`config.mk`:
```
export PLATFORM = sky130hd
export DESIGN_NAME = dual_update_pipelined
export DESIGN_NICKNAME = d
export VERILOG_FILES = /design/src/rtl/dual_update_pipelined.sv
export SDC_FILE = /design/constraint.sdc
export NUM_CORES = 1
export LEC_CHECK = 0
export BUFFER_PORTS_ARGS = -buffer_cell sky130_fd_sc_hd__buf_2
export CAP_MARGIN = 20
export CORE_MARGIN = 2
export CORE_UTILIZATION = 43
export DETAILED_ROUTE_END_ITERATION = 8
export GPL_TIMING_DRIVEN = 0
export PLACE_DENSITY = 0.65
export SLEW_MARGIN = 20
export SYNTH_ARGS = -nofsm -noshare
export SYNTH_HDL_FRONTEND = slang
export SYNTH_SLANG_ARGS = --single-unit
```
`constraint.sdc`:
```
create_clock -name clk -period 10.3 [get_ports clk]
set_clock_uncertainty 0.2 [all_clocks]
set_input_delay 1.03 -clock clk [delete_from_list [all_inputs] [get_ports clk]]
set_output_delay 1.03 -clock clk [all_outputs]
set_load 0.01 [all_outputs]
```
`src/rtl/dual_update_pipelined.sv`:
```
// ---------------------------------------------------------------------------
// dual_update_pipelined
//
// ADMM dual-variable update engine for the MPC solver. One run performs
//   y-update : y[i] += sat(u[i] - z[i])   for i in 0 .. (N-1)*INPUT_DIM-1
//   g-update : g[i] += sat(x[i] - v[i])   for i in 0 .. N*STATE_DIM-1
// streaming one element per cycle through a pipeline sized for RD_LATENCY.
// All arithmetic is signed saturating fixed point at DATA_WIDTH bits.
// A run also produces the max-abs primal residuals, a converged flag and
// a sticky saturation flag, all latched when the run completes.
//
// Ports
//   clk, rst                 clock, asynchronous active-high reset
//   start, abort             run control
//   active_horizon           horizon N for the run (clamped to HORIZON)
//   tol_u, tol_x             unsigned residual tolerances
//   uzy_rdaddress            shared read address of the u/z/y memories
//   u/z/y_data_out           read data, valid RD_LATENCY cycles after address
//   y_wraddress/y_data_in/y_wren   y write port
//   xvg_rdaddress            shared read address of the x/v/g memories
//   x/v/g_data_out           read data, valid RD_LATENCY cycles after address
//   g_wraddress/g_data_in/g_wren   g write port
//   pri_res_u, pri_res_x     max |u-z| and max |x-v| of the last completed run
//   converged, sat_flag      status of the last completed run
//   busy, done               run status
//
// Handshake: start is a level sampled only in IDLE (abort in the same cycle
// suppresses it). busy is high from the first cycle of the run until the
// result is latched; done then stays high until start is seen low, which
// returns the block to IDLE. abort in any busy state drops the run on the
// next edge without touching the reported results.
// ---------------------------------------------------------------------------
module dual_update_pipelined #(
    parameter int STATE_DIM  = 6,
    parameter int INPUT_DIM  = 3,
    parameter int HORIZON    = 30,
    parameter int DATA_WIDTH = 32,
    parameter int ADDR_WIDTH = 9,
    parameter int RD_LATENCY = 2
) (
    input  logic                  clk,
    input  logic                  rst,
    input  logic                  start,
    input  logic                  abort,
    input  logic [31:0]           active_horizon,
    input  logic [DATA_WIDTH-1:0] tol_u,
    input  logic [DATA_WIDTH-1:0] tol_x,
    output logic [ADDR_WIDTH-1:0] uzy_rdaddress,
    input  logic [DATA_WIDTH-1:0] u_data_out,
    input  logic [DATA_WIDTH-1:0] z_data_out,
    input  logic [DATA_WIDTH-1:0] y_data_out,
    output logic [ADDR_WIDTH-1:0] y_wraddress,
    output logic [DATA_WIDTH-1:0] y_data_in,
    output logic                  y_wren,
    output logic [ADDR_WIDTH-1:0] xvg_rdaddress,
    input  logic [DATA_WIDTH-1:0] x_data_out,
    input  logic [DATA_WIDTH-1:0] v_data_out,
    input  logic [DATA_WIDTH-1:0] g_data_out,
    output logic [ADDR_WIDTH-1:0] g_wraddress,
    output logic [DATA_WIDTH-1:0] g_data_in,
    output logic                  g_wren,
    output logic [DATA_WIDTH-1:0] pri_res_u,
    output logic [DATA_WIDTH-1:0] pri_res_x,
    output logic                  converged,
    output logic                  sat_flag,
    output logic                  busy,
    output logic                  done
);

    localparam int DW = DATA_WIDTH;
    localparam int AW = ADDR_WIDTH;
    localparam logic [DW-1:0] SAT_MAX = {1'b0, {(DW-1){1'b1}}};
    localparam logic [DW-1:0] SAT_MIN = {1'b1, {(DW-1){1'b0}}};
    // DRAIN lasts RD_LATENCY+1 cycles: the last read returns, then its writeback.
    localparam logic [31:0] DRAIN_LAST = 32'(RD_LATENCY);

    typedef enum logic [2:0] {
        IDLE    = 3'd0,
        RUN_Y   = 3'd1,
        DRAIN_Y = 3'd2,
        RUN_G   = 3'd3,
        DRAIN_G = 3'd4,
        REPORT  = 3'd5,
        DONE    = 3'd6
    } state_t;

    // state is the observable FSM state for checkers.
    state_t      state;
    state_t      state_next;
    logic [31:0] cnt;
    logic [31:0] cnt_next;
    logic        load_run;
    logic        kill;

    logic [31:0] n_eff;
    logic [31:0] len_y_calc;
    logic [31:0] len_x_calc;
    logic [31:0] len_y_q;
    logic [31:0] len_x_q;

    // Read pipeline: one slot per cycle of memory latency.
    logic [RD_LATENCY-1:0] v_pipe;
    logic [RD_LATENCY-1:0] s_pipe;
    logic [AW-1:0]         a_pipe [RD_LATENCY];

    logic          issue_valid;
    logic          issue_seg;
    logic [AW-1:0] issue_addr;
    logic          cap_valid;
    logic          cap_seg;
    logic [AW-1:0] cap_addr;

    // Arithmetic on the element being captured this cycle.
    logic [DW-1:0] op_a;
    logic [DW-1:0] op_b;
    logic [DW-1:0] op_old;
    logic [DW:0]   diff_wide;
    logic [DW:0]   sum_wide;
    logic [DW-1:0] diff_sat;
    logic [DW-1:0] new_val;
    logic [DW-1:0] diff_abs;
    logic          diff_ovf;
    logic          sum_ovf;
    logic          abs_ovf;
    logic          sat_event;

    logic [DW-1:0] max_u;
    logic [DW-1:0] max_x;
    logic          sat_sticky;

    function automatic logic [DW-1:0] sat_narrow(input logic [DW:0] v);
        if (v[DW] != v[DW-1]) begin
            return v[DW] ? SAT_MIN : SAT_MAX;
        end
        return v[DW-1:0];
    endfunction

    assign busy = (state != IDLE) && (state != DONE);
    assign done = (state == DONE);
    assign kill = abort && busy;

    // Segment lengths for a run requested this cycle.
    always_comb begin
        n_eff      = (active_horizon > 32'(HORIZON)) ? 32'(HORIZON) : active_horizon;
        len_y_calc = (n_eff == 32'd0) ? 32'd0 : (n_eff - 32'd1) * 32'(INPUT_DIM);
        len_x_calc = n_eff * 32'(STATE_DIM);
    end

    // -----------------------------------------------------------------------
    // FSM
    // -----------------------------------------------------------------------
    always_ff @(posedge clk or posedge rst) begin
        if (rst) begin
            state   <= IDLE;
            cnt     <= 32'd0;
            len_y_q <= 32'd0;
            len_x_q <= 32'd0;
        end else begin
            state <= state_next;
            cnt   <= cnt_next;
            if (load_run) begin
                len_y_q <= len_y_calc;
                len_x_q <= len_x_calc;
            end
        end
    end

    always_comb begin
        state_next = state;
        cnt_next   = cnt;
        load_run   = 1'b0;
        case (state)
            IDLE: begin
                if (start && !abort) begin
                    load_run = 1'b1;
                    cnt_next = 32'd0;
                    // Empty segments are skipped outright.
                    if (len_y_calc != 32'd0) begin
                        state_next = RUN_Y;
                    end else if (len_x_calc != 32'd0) begin
                        state_next = RUN_G;
                    end else begin
                        state_next = REPORT;
                    end
                end
            end
            RUN_Y: begin
                if (cnt == len_y_q - 32'd1) begin
                    state_next = DRAIN_Y;
                    cnt_next   = 32'd0;
                end else begin
                    cnt_next = cnt + 32'd1;
                end
            end
            DRAIN_Y: begin
                if (cnt == DRAIN_LAST) begin
                    cnt_next   = 32'd0;
                    state_next = (len_x_q != 32'd0) ? RUN_G : REPORT;
                end else begin
                    cnt_next = cnt + 32'd1;
                end
            end
            RUN_G: begin
                if (cnt == len_x_q - 32'd1) begin
                    state_next = DRAIN_G;
                    cnt_next   = 32'd0;
                end else begin
                    cnt_next = cnt + 32'd1;
                end
            end
            DRAIN_G: begin
                if (cnt == DRAIN_LAST) begin
                    cnt_next   = 32'd0;
                    state_next = REPORT;
                end else begin
                    cnt_next = cnt + 32'd1;
                end
            end
            REPORT: begin
                state_next = DONE;
            end
            DONE: begin
                if (!start) begin
                    state_next = IDLE;
                end
            end
            default: begin
                state_next = IDLE;
                cnt_next   = 32'd0;
            end
        endcase
        if (kill) begin
            state_next = IDLE;
            cnt_next   = 32'd0;
        end
    end

    // -----------------------------------------------------------------------
    // Read addresses: registered so that the address of element i is on the
    // bus during the i-th RUN cycle of its segment.
    // -----------------------------------------------------------------------
    always_ff @(posedge clk or posedge rst) begin
        if (rst) begin
            uzy_rdaddress <= '0;
            xvg_rdaddress <= '0;
        end else begin
            if (state_next == RUN_Y) begin
                uzy_rdaddress <= cnt_next[AW-1:0];
            end
            if (state_next == RUN_G) begin
                xvg_rdaddress <= cnt_next[AW-1:0];
            end
        end
    end

    always_comb begin
        issue_valid = (state == RUN_Y) || (state == RUN_G);
        issue_seg   = (state == RUN_G);
        issue_addr  = issue_seg ? xvg_rdaddress : uzy_rdaddress;
    end

    always_ff @(posedge clk or posedge rst) begin
        if (rst) begin
            v_pipe <= '0;
            s_pipe <= '0;
            for (int k = 0; k < RD_LATENCY; k++) begin
                a_pipe[k] <= '0;
            end
        end else begin
            // abort discards every read still in flight.
            v_pipe[0] <= issue_valid && !kill;
            s_pipe[0] <= issue_seg;
            a_pipe[0] <= issue_addr;
            for (int k = 1; k < RD_LATENCY; k++) begin
                v_pipe[k] <= v_pipe[k-1] && !kill;
                s_pipe[k] <= s_pipe[k-1];
                a_pipe[k] <= a_pipe[k-1];
            end
        end
    end

    assign cap_valid = v_pipe[RD_LATENCY-1];
    assign cap_seg   = s_pipe[RD_LATENCY-1];
    assign cap_addr  = a_pipe[RD_LATENCY-1];

    // -----------------------------------------------------------------------
    // Saturating update. The two segments never overlap in the pipeline, so
    // one datapath serves both.
    // -----------------------------------------------------------------------
    always_comb begin
        op_a      = cap_seg ? x_data_out : u_data_out;
        op_b      = cap_seg ? v_data_out : z_data_out;
        op_old    = cap_seg ? g_data_out : y_data_out;
        diff_wide = {op_a[DW-1], op_a} - {op_b[DW-1], op_b};
        diff_ovf  = diff_wide[DW] ^ diff_wide[DW-1];
        diff_sat  = sat_narrow(diff_wide);
        sum_wide  = {op_old[DW-1], op_old} + {diff_sat[DW-1], diff_sat};
        sum_ovf   = sum_wide[DW] ^ sum_wide[DW-1];
        new_val   = sat_narrow(sum_wide);
        abs_ovf   = 1'b0;
        diff_abs  = diff_sat;
        // |min| has no positive representation; clip it and flag it.
        if (diff_sat == SAT_MIN) begin
            diff_abs = SAT_MAX;
            abs_ovf  = 1'b1;
        end else if (diff_sat[DW-1]) begin
            diff_abs = -diff_sat;
        end
        sat_event = diff_ovf || sum_ovf || abs_ovf;
    end

    // Writeback and running residuals.
    always_ff @(posedge clk or posedge rst) begin
        if (rst) begin
            y_wren      <= 1'b0;
            g_wren      <= 1'b0;
            y_wraddress <= '0;
            g_wraddress <= '0;
            y_data_in   <= '0;
            g_data_in   <= '0;
            max_u       <= '0;
            max_x       <= '0;
            sat_sticky  <= 1'b0;
        end else begin
            y_wren <= 1'b0;
            g_wren <= 1'b0;
            if (load_run) begin
                max_u      <= '0;
                max_x      <= '0;
                sat_sticky <= 1'b0;
            end else if (cap_valid && !kill) begin
                if (cap_seg) begin
                    g_wren      <= 1'b1;
                    g_wraddress <= cap_addr;
                    g_data_in   <= new_val;
                    if (diff_abs > max_x) begin
                        max_x <= diff_abs;
                    end
                end else begin
                    y_wren      <= 1'b1;
                    y_wraddress <= cap_addr;
                    y_data_in   <= new_val;
                    if (diff_abs > max_u) begin
                        max_u <= diff_abs;
                    end
                end
                if (sat_event) begin
                    sat_sticky <= 1'b1;
                end
            end
        end
    end

    // Reported results change only when a run completes.
    always_ff @(posedge clk or posedge rst) begin
        if (rst) begin
            pri_res_u <= '0;
            pri_res_x <= '0;
            converged <= 1'b0;
            sat_flag  <= 1'b0;
        end else if (state == REPORT && !kill) begin
            pri_res_u <= max_u;
            pri_res_x <= max_x;
            converged <= (max_u <= tol_u) && (max_x <= tol_x);
            sat_flag  <= sat_sticky;
        end
    end

endmodule

```
== Word level (Yosys, flattened, before mapping) ==
Index checks and enable logic that the tools add are counted.

* Multiplexer cells: 53
* Reductions and logical operators: 32
* Bitwise gates (word level): 4
* Add/sub/neg operators: 7
* $lt $le $gt $ge: 5
* Eq/ne operators: 18
* Multipliers: 2

{| class="wikitable"
|+ Operators with widths
! kind !! count
|-
| 32-bit two-way mux || 26
|-
| 32-bit one-hot mux with 5 select lines || 1
|-
| 32-bit nonzero test || 3
|-
| 32-bit by 1-bit subtractor with 32-bit output (second input constant) || 3
|-
| 32-bit equality test || 2
|-
| 32-bit greater-than comparator || 2
|-
| 32-bit <= comparator || 2
|-
| 32-bit by 32-bit adder with 33-bit output || 1
|-
| 32-bit by 32-bit subtractor with 33-bit output || 1
|-
| 32-bit by 1-bit adder with 32-bit output (second input constant) || 1
|-
| 32-bit by 2-bit equality test with 1-bit output (second input constant) || 1
|-
| 32-bit equality test (second input constant) || 1
|-
| 32-bit by 5-bit greater-than comparator with 1-bit output (second input constant) || 1
|-
| 32-bit zero test || 1
|-
| 32-bit by 2-bit multiplier with 31-bit output (second input constant) || 1
|-
| 32-bit by 2-bit multiplier with 32-bit output (second input constant) || 1
|-
| 32-bit negator || 1
|-
| 3-bit two-way mux || 10
|-
| 3-bit one-hot mux with 7 select lines || 1
|-
| 1-bit two-way mux || 14
|-
| 3-bit AND reduction || 4
|-
| 2-bit nonzero test || 5
|-
| 3-bit by 2-bit equality test with 1-bit output (second input constant) || 3
|-
| 3-bit equality test (second input constant) || 3
|-
| other kinds (15) || 32
|}

* Input port bits: 292
* Register bits: 353

== Longest topological paths before layout ==
* Word-level depth: 13
* Depth in mapped cells: 41

== Worst setup path before layout ==
No wires, ideal clock.

* Kind: flip-flop to flip-flop
* Start point: register s_pipe[1]
* End point: register max_u[10]
* Period minus slack after synthesis: 8.537 ns
* Buffers on the path: 10
* Stages on the path, launching flop included: 39
* Path slack: 1.763 ns
* Required time: 9.963 ns
* Library setup time: 0.137 ns
* Data arrival time: 8.200 ns
* Path through: dfrtp_1 -> clkbuf_1 -> clkbuf_1 -> clkbuf_1 -> mux2i_1 -> ha_1 -> and3_1 -> clkbuf_1 -> a32o_1 -> a21oi_2 -> o31a_1 -> and2_1 -> buf_2 -> mux2_2 -> nand2_1 -> buf_2 -> and3_1 -> inv_1 -> (+3 left out) -> buf_2 -> and4_1 -> buf_4 -> a211oi_1 -> inv_1 -> ha_1 -> nor2b_1 -> o21a_1 -> o21a_1 -> o21a_1 -> o21a_1 -> o211ai_1 -> a21oi_1 -> nor3_1 -> nor4_1 -> clkbuf_1 -> clkbuf_1 -> a21oi_1

* Cells in the longest elaborated chain, start to end: 12
* Elaborated cells between the ends (all ways): 20
* Classes of those cells: add/sub (2); order compare (1); eq/ne (3); mux (12); reduce/logical (2)

{| class="wikitable"
|+ Ends and longest elaborated chain
! element !! line !! source
|-
| start, declared || 103 || <nowiki>logic [RD_LATENCY-1:0] s_pipe;</nowiki>
|-
| start signal, assigned by index || 276 || <nowiki>s_pipe[k] <= s_pipe[k-1];</nowiki>
|-
| parallel branches: the longest is 12 deep, another holds 32-bit by 32-bit subtractor with 33-bit output || -- ||
|-
| end signal, assigned || 344 || <nowiki>max_u <= diff_abs;</nowiki>
|-
| end, declared || 127 || <nowiki>logic [DW-1:0] max_u;</nowiki>
|}

Parallel ways; which one is timed is not known. The select of a mux whose other input is x is not followed.
A chain may end at the register's enable or synchronous reset.

== Final worst setup path ==
* Start point: register s_pipe[1]
* End point: register max_u[24]

Same word-level chain as after synthesis.

==> PnR_summary.wiki <==
{| class="wikitable"
! Metric !! Value
|-
| Status || completed
|-
| Number of search-and-repair iterations in the first detailed-routing pass || 6
|-
| DRT iter0 DRCs || 2328
|-
| FF/Latch Area || 0.00883 sq mm
|-
| Cell row count || 98
|-
| Maximum number of pins on one net before global-route repair || 35
|-
| Count of nets left with antenna violations after detail routing || 0
|-
| Power after layout || 0.00718 W
|-
| Start point of the worst hold path || a_pipe[13]
|-
| Number of standard cells after synthesis || 3600
|-
| GRT Resource Usage Total || 29.3%
|-
| Sort of element at the end of the critical path || flop
|-
| Number of storage elements in the synthesis netlist || 353
|-
| Routability Congestion || 0.983
|-
| Antenna diode count || 0
|-
| Number of antenna violations at the first check in global routing || 4
|-
| Unrepaired setup endpoints after global routing || false
|-
| Clock edge transition at the registers on the reported setup and hold paths || 0.06 ns
|-
| Total global routing overflow || 0
|-
| Wire length of the first global-routing pass || 169000 microns
|-
| Max Slew Vio Count || 0
|-
| Number of buffers created by CTS || 43
|-
| Clock insertion delay at the later pin of the skew report || 0.59 ns
|-
| Transition at the pin with the smallest max-transition slack || 1.17 ns
|-
| Die boundary width || 272 microns
|-
| Highest clock rate || 100 MHz
|-
| Final period demand of the worst path || 9.99 ns
|-
| Post-synthesis sequential area ratio || 28.6%
|-
| Max FO, Critical Path || 10
|-
| FILL cells || 6959
|-
| Synth-to-Final Area Change || 18.6%
|-
| Tightest Hold Check Type || flop to flop
|-
| Vias after detailed routing || 29.9k
|-
| Number of port buffers || 460
|-
| Count of hold-fix buffers inserted at cts || 0
|-
| Floorplan Core Area || 0.0714 sq mm
|-
| CTS H-tree lvls || 2
|-
| Clock tree from TritonCTS || yes
|-
| Distinct cell type count of the synthesized netlist || 108
|-
| Startpoint types || flop
|-
| Post-Synthesis Cell Area || 0.0309 sq mm
|-
| HPWL Detailed || 90600 microns
|-
| Total setup buffers inserted after CTS || 0
|-
| Multi-input gate area || 0.0210 sq mm
|-
| Critical path data required time || 10.55 ns
|-
| Final Hold Violating Endpoints || 0
|-
| Buffer type at the clock tree root || sky130_fd_sc_hd__clkbuf_16
|-
| Number of max-cap violations || 0
|-
| Data arrival time of the worst path || 10.24 ns
|-
| Ports placed on the boundary || 462
|-
| CP max stage cell || sky130_fd_sc_hd__dfrtp_2
|-
| Die Y || 272 microns
|-
| Detailed-route DRC error count || 0
|-
| Most common cell on crit path || sky130_fd_sc_hd__buf_2
|-
| Origin of the critical flop-to-flop path || s_pipe[1]
|-
| Final WL || 111000 microns
|-
| Synth Area per Inst || 8.58 sq um
|-
| # setup viols final || 0
|-
| Layout cells sized above 1 || 19.9%
|-
| Fin Hold WS || 0.144 ns
|-
| Crit share post-route || 97.0%
|-
| Post-synth ARST share || 100%
|-
| Number of enable-type register cells in the synthesized netlist || 0
|-
| Leakage Power || 17.9 nW
|-
| WS Path Type || flop to flop
|-
| Via count of the first global-routing pass || 28.6k
|-
| Cell area power density || 196 mW/mm^2
|-
| Starting density of the core || 43.3%
|-
| DR WL/cell || 21.2 microns
|-
| Die Area || 0.0740 sq mm
|-
| Worst slew margin || 21.9%
|-
| Maximum clock insertion buffer count || 3
|-
| IR Drop Worst-Case VDD || 0.128 mV
|-
| Clk sinks || 353
|-
| CP peak stage delay || 0.59 ns
|-
| Via/cell ratio || 5.73
|-
| Fin nets || 4838
|-
| Flip-flop cell with the highest count after synthesis || sky130_fd_sc_hd__dfrtp_1
|-
| Startpoint of the most critical setup path || s_pipe[1]
|-
| Number of warnings printed during yosys synthesis || 0
|}
==> kinds of logic (layout without fill, tap and decap cells) <==
family / after synthesis / in the layout / share of synthesized area, %
AO/OA/AOI/OAI: 973 / 973 / 20.7
XOR/XNOR: 196 / 196 / 5.62
adder cells (fa/ha/maj): 316 / 316 / 12.8
buffers and inverters: 414 / 962 / 5.20
flip-flops: 353 / 353 / 28.6
multiplexers: 258 / 258 / 9.19
other: 2 / 125 / 0.0243
AND/OR/NAND/NOR: 1088 / 1088 / 17.9
==> registers in the layout, indices dropped and copies added (netlist names), 3 cells and up <==
register	cells
g_wraddress	9
y_data_in	32
cap_addr	9
len_x_q	31
cnt	32
max_x	32
state	3
xvg_rdaddress	9
pri_res_x	32
g_data_in	32
uzy_rdaddress	9
max_u	32
y_wraddress	9
pri_res_u	32
a_pipe	9
len_y_q	32
==> final timing paths <==
kind / to / cells after the start / slack, ns
max in group asynchronous: g_data_in[5] / 6 / 8.34
setup reg to reg: max_u[24] / 36 / 0.31
setup / recovery: max_u[24] / 36 / 0.31
hold / removal: cap_addr[4] / 0 / 0.14
hold reg to reg: cap_addr[4] / 0 / 0.14
min in group asynchronous: max_u[18] / 2 / 0.32
==> metrics by stage <==
step | TNS, ns | worst slack (ns) | util [%] | cells | area, sq um
floorplan | 0 | 1.76 | - | 3723 | 31400
global placement | -65.48 | -1.75 | 48.8 | 5133 | 34800
detailed placement | -59.32 | -1.49 | 49.3 | 5147 | 35200
CTS | 0 | 0.190 | 51.3 | 5221 | 36600
global route | 0 | 0.00629 | 51.4 | 5221 | 36700
finish | 0 | 0.314 | 51.4 | 5221 | 36700
==> worst max-delay path: cells and delay by family (launching register included) <==
kind,cells,cell delay (ns)
adders and majority gates,3,0.96
DFF,1,0.59
muxes,2,0.85
AOI/OAI and AO/OA,7,1.81
and+or+nand+nor,13,2.58
buffers and inverters,11,2.80
==> Yosys cell counts, drive strengths merged (38+ instances only) <==
cell | instances | area, sq um
clkbuf | 147 | 552
nand4 | 61 | 388
mux2 | 206 | 2320
inv | 235 | 882
nand2 | 342 | 1290
nand2b | 45 | 282
xor2 | 84 | 736
a211oi | 47 | 353
xnor2 | 112 | 1000
nand3 | 101 | 510
a21oi | 228 | 1150
and3 | 51 | 319
o21a | 46 | 345
a21o | 89 | 668
nor4 | 48 | 334
o21ai | 252 | 1260
o31ai | 41 | 332
nor2b | 38 | 238
mux2i | 52 | 521
ha | 301 | 3770
dfrtp | 353 | 8830
nor2 | 183 | 687
nor3 | 71 | 372
==> placed cells by master, fill, tap and decap left out, drive strengths merged, types with 13 or more instances in the layout <==
cell,n
nor3,71
and4,13
a31oi,35
inv,239
mux2,206
conb,125
buf,506
a211oi,47
o21bai,16
nand2,342
nor2b,38
dfrtp,353
o21ai,252
a21oi,228
and2,28
nand4,61
and3,51
clkbuf,200
xnor2,112
ha,301
nor2,183
a211o,21
o31ai,41
nand2b,45
nor3b,14
xor2,84
or2,17
o21a,46
or3,19
a21o,89
nand3,101
o211ai,23
a22o,14
mux2i,52
or4,22
nor4,48
==> cell type report <==
cell class | count | share of cell area [%]
Buffer | 177 | 2.01
Clock buffer | 55 | 3.20
Clock inverter | 20 | 0.741
Inverter | 236 | 2.43
Multi-Input combinational cell | 2956 | 57.2
Sequential cell | 353 | 24.1
Tap cell | 950 | 3.24
Timing Repair Buffer | 474 | 7.08
==> where the power goes <==
part           switching (W)  total [W]  internal (W)
Sequential          0.000326    0.00202       0.00169
Clock               0.000656    0.00157      0.000914
Combinational        0.00219    0.00359       0.00140
==> repair_timing <==
item | CTS | global route
endpoints found under the setup margin | 107 | 82
gates resized for setup | 10 | 20
hold endpoints to repair | 0 | 0
==> metal layers <==
| metal | wire [microns] | vias up | track usage, % |
|---|---|---|---|
| met2 | 51600 | 1050 | 48.9 |
| met5 | 13 | - | 0 |
| li1 | - | 14287 | - |
| met4 | 5000 | 2 | 11.8 |
| met1 | 47400 | 14352 | 38.0 |
| met3 | 6990 | 212 | 4.27 |
Power figures use the tool's default switching activity.
